$ cat config.mk
export PLATFORM = sky130hd
export DESIGN_NAME = io_input_responder
export DESIGN_NICKNAME = d
export VERILOG_FILES = /design/src/rtl/io_input_responder_pkg.sv /design/src/rtl/io_debouncer.sv /design/src/rtl/io_input_responder.sv
export SDC_FILE = /design/constraint.sdc
export NUM_CORES = 1
export LEC_CHECK = 0
export ABC_AREA = 1
export BUFFER_PORTS_ARGS = -buffer_cell sky130_fd_sc_hd__buf_4
export CORE_MARGIN = 4
export CORE_UTILIZATION = 55
export DETAILED_ROUTE_END_ITERATION = 8
export PLACE_DENSITY = 0.78
export REMOVE_ABC_BUFFERS = 1
export SLEW_MARGIN = 40
export SYNTH_ARGS = -nofsm -noshare
export SYNTH_HDL_FRONTEND = slang
export SYNTH_HIERARCHICAL = 1
export SYNTH_SLANG_ARGS = --single-unit
$ cat constraint.sdc
create_clock -name Sys_Clock -period 2.25 [get_ports Sys_Clock]
set_clock_uncertainty 0.1 [all_clocks]
set_input_delay 0.1125 -clock Sys_Clock [delete_from_list [all_inputs] [get_ports Sys_Clock]]
set_output_delay 0.1125 -clock Sys_Clock [all_outputs]
set_load 0.02 [all_outputs]
$ cat src/rtl/io_input_responder_pkg.sv
// Shared types and default sizes for the input-instruction responder.
package io_input_responder_pkg;

    typedef enum logic [1:0] {
        StIdle      = 2'd0,
        StArm       = 2'd1,
        StWaitPress = 2'd2,
        StDone      = 2'd3
    } state_e;

    localparam int unsigned DefInW      = 18;
    localparam int unsigned DefDataW    = 32;
    localparam int unsigned DefDbCycles = 50000;

endpackage

$ cat src/rtl/io_debouncer.sv
// Push-button synchronizer and debouncer with a press (rising stable level) event.
module io_debouncer #(
    parameter int unsigned DB_CYCLES = 50000
) (
    input  logic clk,
    input  logic rst_n,
    input  logic raw_btn_n,
    output logic btn_stable,
    output logic press_evt
);

    localparam int unsigned CntW = $clog2(DB_CYCLES + 1);

    logic            sync1_q, sync2_q;
    logic            stable_q, stable_d;
    logic            stable_prev_q;
    logic [CntW-1:0] cnt_q, cnt_d, cnt_inc;

    always_ff @(posedge clk or negedge rst_n) begin
        if (!rst_n) begin
            sync1_q       <= 1'b0;
            sync2_q       <= 1'b0;
            stable_q      <= 1'b0;
            stable_prev_q <= 1'b0;
            cnt_q         <= '0;
        end else begin
            sync1_q       <= ~raw_btn_n;
            sync2_q       <= sync1_q;
            stable_q      <= stable_d;
            stable_prev_q <= stable_q;
            cnt_q         <= cnt_d;
        end
    end

    // The toggle happens on the edge where the count would reach DB_CYCLES.
    always_comb begin
        cnt_inc  = cnt_q + CntW'(1);
        cnt_d    = '0;
        stable_d = stable_q;
        if (sync2_q != stable_q) begin
            if (cnt_inc == CntW'(DB_CYCLES)) begin
                stable_d = ~stable_q;
            end else begin
                cnt_d = cnt_inc;
            end
        end
    end

    assign btn_stable = stable_q;
    assign press_evt  = stable_q & ~stable_prev_q;

endmodule

$ cat src/rtl/io_input_responder.sv
// Stalls the core on an input request until a debounced button press, then
// returns the synchronized switch word with a one-cycle valid strobe.
module io_input_responder
    import io_input_responder_pkg::*;
#(
    parameter int unsigned IN_W      = DefInW,
    parameter int unsigned DATA_W    = DefDataW,
    parameter int unsigned DB_CYCLES = DefDbCycles,
    parameter int unsigned SIGN_EXT  = 0
) (
    input  logic              Sys_Clock,
    input  logic              Reset,
    input  logic              In_Req,
    input  logic              Raw_Button_N,
    input  logic [IN_W-1:0]   Raw_Input,
    output logic              Stall,
    output logic [DATA_W-1:0] Data_In,
    output logic              Data_Valid,
    output logic              Busy
);

    state_e              state_q, state_d;
    logic [IN_W-1:0]     sw_sync1_q, sw_sync2_q;
    logic [DATA_W-1:0]   data_q, data_ext;
    logic                valid_q;
    logic                btn_stable, press_evt;
    logic                capture;

    io_debouncer #(
        .DB_CYCLES(DB_CYCLES)
    ) u_debouncer (
        .clk       (Sys_Clock),
        .rst_n     (Reset),
        .raw_btn_n (Raw_Button_N),
        .btn_stable(btn_stable),
        .press_evt (press_evt)
    );

    assign data_ext = (SIGN_EXT != 0) ? {{(DATA_W-IN_W){sw_sync2_q[IN_W-1]}}, sw_sync2_q}
                                      : {{(DATA_W-IN_W){1'b0}}, sw_sync2_q};

    // An abort (In_Req low) wins over a simultaneous press.
    assign capture = (state_q == StWaitPress) && In_Req && press_evt;

    always_comb begin
        state_d = state_q;
        unique case (state_q)
            StIdle:      if (In_Req) state_d = StArm;
            StArm: begin
                if (!In_Req)          state_d = StIdle;
                else if (!btn_stable) state_d = StWaitPress;
            end
            StWaitPress: begin
                if (!In_Req)       state_d = StIdle;
                else if (press_evt) state_d = StDone;
            end
            StDone:      if (!In_Req) state_d = StIdle;
            default:     state_d = StIdle;
        endcase
    end

    always_ff @(posedge Sys_Clock or negedge Reset) begin
        if (!Reset) begin
            state_q    <= StIdle;
            sw_sync1_q <= '0;
            sw_sync2_q <= '0;
            data_q     <= '0;
            valid_q    <= 1'b0;
        end else begin
            state_q    <= state_d;
            sw_sync1_q <= Raw_Input;
            sw_sync2_q <= sw_sync1_q;
            valid_q    <= capture;
            if (capture) begin
                data_q <= data_ext;
            end
        end
    end

    // Gated by Reset so the core is never stalled while the block is held in reset.
    assign Stall      = Reset & In_Req & (state_q != StDone);
    assign Data_In    = data_q;
    assign Data_Valid = valid_q;
    assign Busy       = (state_q != StIdle);

endmodule

==> Yosys cells after proc, flatten, opt, wreduce, memory -nomap -nowiden <==
Index checks and enable logic that the tools add are counted.
{ "classes": {"n_addsub": 1, "n_eq_ne": 10, "mux": 9, "bitwise_logic": 6, "reduce_logical": 6} }
{ "op_table": {"columns": ["cell", "n"], "rows": [
  ["16-bit two-way mux", 2],
  ["16-bit by 1-bit adder with 16-bit output (second input constant)", 1],
  ["16-bit == test (second input constant)", 1],
  ["2-bit two-way mux", 6],
  ["2-bit case mux with 4 select lines", 1],
  ["2-bit inequality test (second input constant)", 3],
  ["3-bit inequality test (second input constant)", 2],
  ["2-bit == test (second input constant)", 2],
  ["4-bit AND reduction", 1],
  ["1-bit AND", 3],
  ["1-bit NOT", 3],
  ["2-bit by 1-bit == test with 1-bit output (second input constant)", 1],
  ["1-bit logical AND", 2],
  ["2-bit zero test", 1],
  ["2-bit AND reduction", 1],
  ["2-bit nonzero test", 1],
  ["1-bit inequality test", 1]
]} }
{ "word_totals": {"reg_bits": 77, "input_bits": 22, "output_inout_bits": 35, "word_cells": 42} }

==> Longest topological paths before layout <==
{ "depth": {"word_depth": 5, "depth_mapped": 12, "depth_no_buf": 12} }

==> By module <==
The synthesis kept the hierarchy.
{ "by_module_without_submodules": {"columns": ["mod", "n_inst", "cells_each", "area_each_um2", "seq_area_each_um2"], "rows": [
  ["io_input_responder", 1, 152, 1884.3, 1426.4],
  ["io_debouncer", 1, 180, 1213.7, 500.5]
]} }

==> Worst setup path before layout <==
No wires, ideal clock.
{ "synth_path": {"path_type": "flip-flop to flip-flop", "start": "register u_debouncer.cnt_q[0]", "end": "register u_debouncer.cnt_q[0]", "setup_ns": 0.137, "arrival_ns": 1.465, "required_time_ns": 2.013, "setup_slack_ns": 0.547, "stages_incl_launch_ff": 11, "path_buffers": 0, "period_less_slack_ns": 1.703, "cell_sequence": "dfrtp_1 ha_1 nand2_1 nor2_1 nand2_1 nand2_1 nand3_1 nor3_2 nand3_4 nand2_1 nor2_1"} }
{ "synth_between": {"elab_chain_len": 4} }
{ "synth_rtl": {"columns": ["element", "line", "text"], "rows": [
  ["start, declared", "io_debouncer.sv:17", "logic [CntW-1:0] cnt_q, cnt_d, cnt_inc;"],
  ["start signal, assigned", "io_debouncer.sv:31", "cnt_q <= cnt_d;"],
  ["16-bit by 1-bit adder with 16-bit output (*)", "io_debouncer.sv:37", "cnt_inc = cnt_q + CntW'(1);"],
  ["16-bit == test", "io_debouncer.sv:41", "if (cnt_inc == CntW'(DB_CYCLES)) begin"],
  ["16-bit two-way mux (*)", "io_debouncer.sv:41", null],
  ["16-bit two-way mux (*)", "io_debouncer.sv:40", "if (sync2_q != stable_q) begin"],
  ["net u_debouncer.cnt_d[0]", "io_debouncer.sv:17", null]
]} }
The timed path passes the listed nets; every way through them passes the cells marked *.
A chain may end at the register's enable or synchronous reset.

==> Worst setup path in the final report <==
{ "layout_path": {"start": "register u_debouncer.cnt_q[1]", "end": "register u_debouncer.cnt_q[0]"} }
{ "layout_between": {"elab_chain_len": 4} }
{ "layout_rtl": {"columns": ["element", "line"], "rows": [
  ["16-bit by 1-bit adder with 16-bit output", "io_debouncer.sv:37"],
  ["16-bit == test", "io_debouncer.sv:41"],
  ["16-bit two-way mux", "io_debouncer.sv:41"],
  ["16-bit two-way mux", "io_debouncer.sv:40"],
  ["net u_debouncer.cnt_d[0]", "io_debouncer.sv:17"]
]} }
The timed path passes the listed nets, and every way through them passes these cells.

==> results_dict.tcl <==
set metrics [dict create \
    status "completed" \
    clk_path_buf_depth 2 \
    tritoncts "done" \
    drt-vias-per-instance 4.80 \
    cts_setup_buffers 0 \
    power_switching_w 0.000637 \
    vias 2300 \
    p_comb_share_pct 8.8 \
    wl_per_cell_um 12.8 \
    cap_viol_max_count 0 \
    tns_ns 0 \
    final-max-slew-violation-count 0 \
    final.min_clock_period_ns 1.92 \
    drive_above_1_share_pct 17.2 \
    critPathKind "flop to flop" \
    hpwl_mm 4.16 \
    syn_inst 332 \
    peakVddDrop_v 0.000356 \
    hold_class "flop to flop" \
    core-area_um2 5470 \
    crit_fanout 8 \
    rsz0062_at_grt "false" \
    clockPowerShare_pct 34.2 \
    firstDrtPassIters 4 \
    stdcell_area_um2 3820 \
    design.die.area_um2 6900 \
    core.rowCount 27 \
    cts_buffers 9 \
    r2r.worst_path.cells 10 \
    ios 57 \
    final_nets 426 \
    p_per_area_nw_per_um2 678 \
    clock-sinks 77 \
    first_global_vias 2223 \
    diodes 0 \
    mostFrequentLayoutCell "nand2_1" \
    reg2reg_from "u_debouncer/cnt_q[1]" \
    final-setup-viol-count 0 \
    antenna_found_initial 0 \
    swShare_pct 24.6 \
    clk_pin_slew_ns 0.07 \
    period_share_pct 85.2 \
    critPathLaunchType "flop" \
    die_w_um 83.1 \
    overflow 0 \
    drt_wl_total_mm 6.13 \
    cts.htree.levels 3 \
    grt_pass1_wl_mm 10.4 \
    root_buffer "clkbuf_8" \
    drc 0 \
    endpoint_kind "flop" \
    arrival_ns 2.04 \
    hold_path_end "sw_sync2_q[0]" \
    initial_core_util_pct 56.6 \
    drt_iter0_drc 155 \
    hold_viol_final 0 \
    pwr-share-seq_pct 57.0 \
    ys_types 28 \
    timing.rr.end "u_debouncer/cnt_q[0]" \
    grt_usage_pct 19.0 \
    required_ns 2.37 \
    grt_max_degree 78 \
    p_int_w 0.00196 \
    syn_area_um2 3100 \
    ant_nets 0 \
    rrSetupSlack_ns 0.33 \
    placed_area_um2 3450 \
    die_y_um 83.1 \
    maxClockFrequency_mhz 522 \
    p_leak_nw 1.95 \
    hold_depth 0 \
    ys_ff_latch 77 \
    final_cell_mix "122 x nand2_1, 77 x dfrtp_1, 43 x buf_4, 36 x nor2_1, 24 x inv_1" \
    syn_to_final_growth_pct 23.4 \
    worstSkewPairLatency_ns 0.34 \
    worstHoldStart "sw_sync1_q[0]" \
    syn_area_per_cell_um2 9.33 \
    port_buffers 42 \
    synth_seq_area_share_pct 62.2 \
    synth_warnings 6 \
    gp_congestion 0.865 \
]
==> flip-flops by register name, indices dropped and copies added, names as in the netlist, 2 cells and up <==
name               flops
state_q                2
sw_sync2_q            18
Data_In               18
sw_sync1_q            18
u_debouncer/cnt_q     16
==> synthesized netlist by cell type <==
| cell | number | area (um2) |
|---|---|---|
| o21ai_0 | 2 | 10.0 |
| o211ai_1 | 2 | 15.0 |
| o21bai_1 | 2 | 15.0 |
| xnor2_1 | 1 | 8.76 |
| buf_2 | 2 | 10.0 |
| nor3_2 | 1 | 10.0 |
| buf_4 | 14 | 105 |
| nor2_4 | 2 | 22.5 |
| clkinv_1 | 1 | 3.75 |
| nor2_1 | 36 | 135 |
| dfrtp_1 | 77 | 1930 |
| clkbuf_1 | 1 | 3.75 |
| ha_1 | 1 | 12.5 |
| nand4_1 | 6 | 37.5 |
| a21o_1 | 1 | 7.51 |
| o21ai_1 | 2 | 10.0 |
| nand3_4 | 2 | 35.0 |
| nand3_1 | 20 | 100 |
| buf_8 | 1 | 15.0 |
| inv_4 | 1 | 6.26 |
| and3_1 | 1 | 6.26 |
| nor2_2 | 5 | 31.3 |
| conb_1 | 1 | 3.75 |
| nand2_1 | 122 | 458 |
| inv_1 | 24 | 90.1 |
| inv_2 | 1 | 3.75 |
| a21oi_1 | 2 | 10.0 |
| nor3_1 | 1 | 5.00 |
==> kinds of logic after synthesis <==
logic type	count (synthesis)	synth area share (%)
xor+xnor	1	0.283
compound gates	11	2.18
buf+inv	45	7.67
simple gates	196	27.1
flops	77	62.2
other cells	1	0.121
fa+ha+maj	1	0.404
==> worst max-delay path, cell delays in order (launching register included) <==
cell and delay [ns]:
dfrtp_1 0.37, ha_1 0.21, nand3_1 0.16, nor2_2 0.22
nand4_1 0.14, nand2_1 0.14, nand2_1 0.08, nor2_2 0.13
nand3_4 0.13, nand2_1 0.09, nor2_1 0.04
==> worst max-delay path by stage <==
stage / from / endpoint / slack, ns / depth (start not counted)
3_3_place_gp: u_debouncer/cnt_q[0] / u_debouncer/cnt_q[9] / 0.34 / 10
2_1_floorplan: u_debouncer/cnt_q[0] / u_debouncer/cnt_q[0] / 0.53 / 10
6_report: u_debouncer/cnt_q[1] / u_debouncer/cnt_q[0] / 0.33 / 10
5_1_grt: u_debouncer/cnt_q[8] / u_debouncer/cnt_q[8] / 0.13 / 11
3_5_place_dp: u_debouncer/cnt_q[1] / u_debouncer/btn_stable / 0.34 / 10
4_1_cts: u_debouncer/cnt_q[1] / u_debouncer/btn_stable / 0.31 / 10
==> layout make-up <==
class	instances	area (um2)
Multi-Input combinational cell	223	982
Inverter	27	104
Timing Repair Buffer	65	553
Tap cell	72	90.1
Fill cell	419	1650
Sequential cell	77	1930
Clock inverter	4	25.0
Clock buffer	11	141
==> through the flow <==
step | util, % | total power (W) | setup slack [ns] | instances | hold WS (ns)
finish | 69.8 | 0.00259 | 0.333 | 479 | 0.246
global placement | 63.0 | 0.00170 | 0.344 | 443 | 0.102
global route | 69.8 | 0.00272 | 0.128 | 479 | 0.252
CTS | 69.8 | 0.00262 | 0.313 | 479 | 0.251
floorplan | - | 0.00160 | 0.528 | 327 | -0.283
detailed placement | 63.0 | 0.00170 | 0.344 | 443 | 0.105
==> power by group through the flow <==
stage | logic, W | registers (W) | clock network [W]
final | 0.000227 | 0.00148 | 0.000887
after global routing | 0.000251 | 0.00149 | 0.000982
after CTS | 0.000229 | 0.00148 | 0.000914
after detailed placement | 0.000199 | 0.00150 | 0
after global placement | 0.000197 | 0.00150 | 0
after floorplan | 0.000104 | 0.00150 | 0
==> repair_timing <==
item	CTS	global route
resized for setup	0	0
hold buffers	21	0
hold endpoints to repair	98	0
==> routing by layer <==
layer	track usage, %	up-vias	share of wire, %	routed length (um)
met2	31.5	70	50	3050
li1	-	1141	-	-
met5	0	-	0	0
met4	7.28	0	1.7	102
met1	23.1	1077	42	2600
met3	6.45	12	6.1	372
Power figures use the tool's default switching activity.
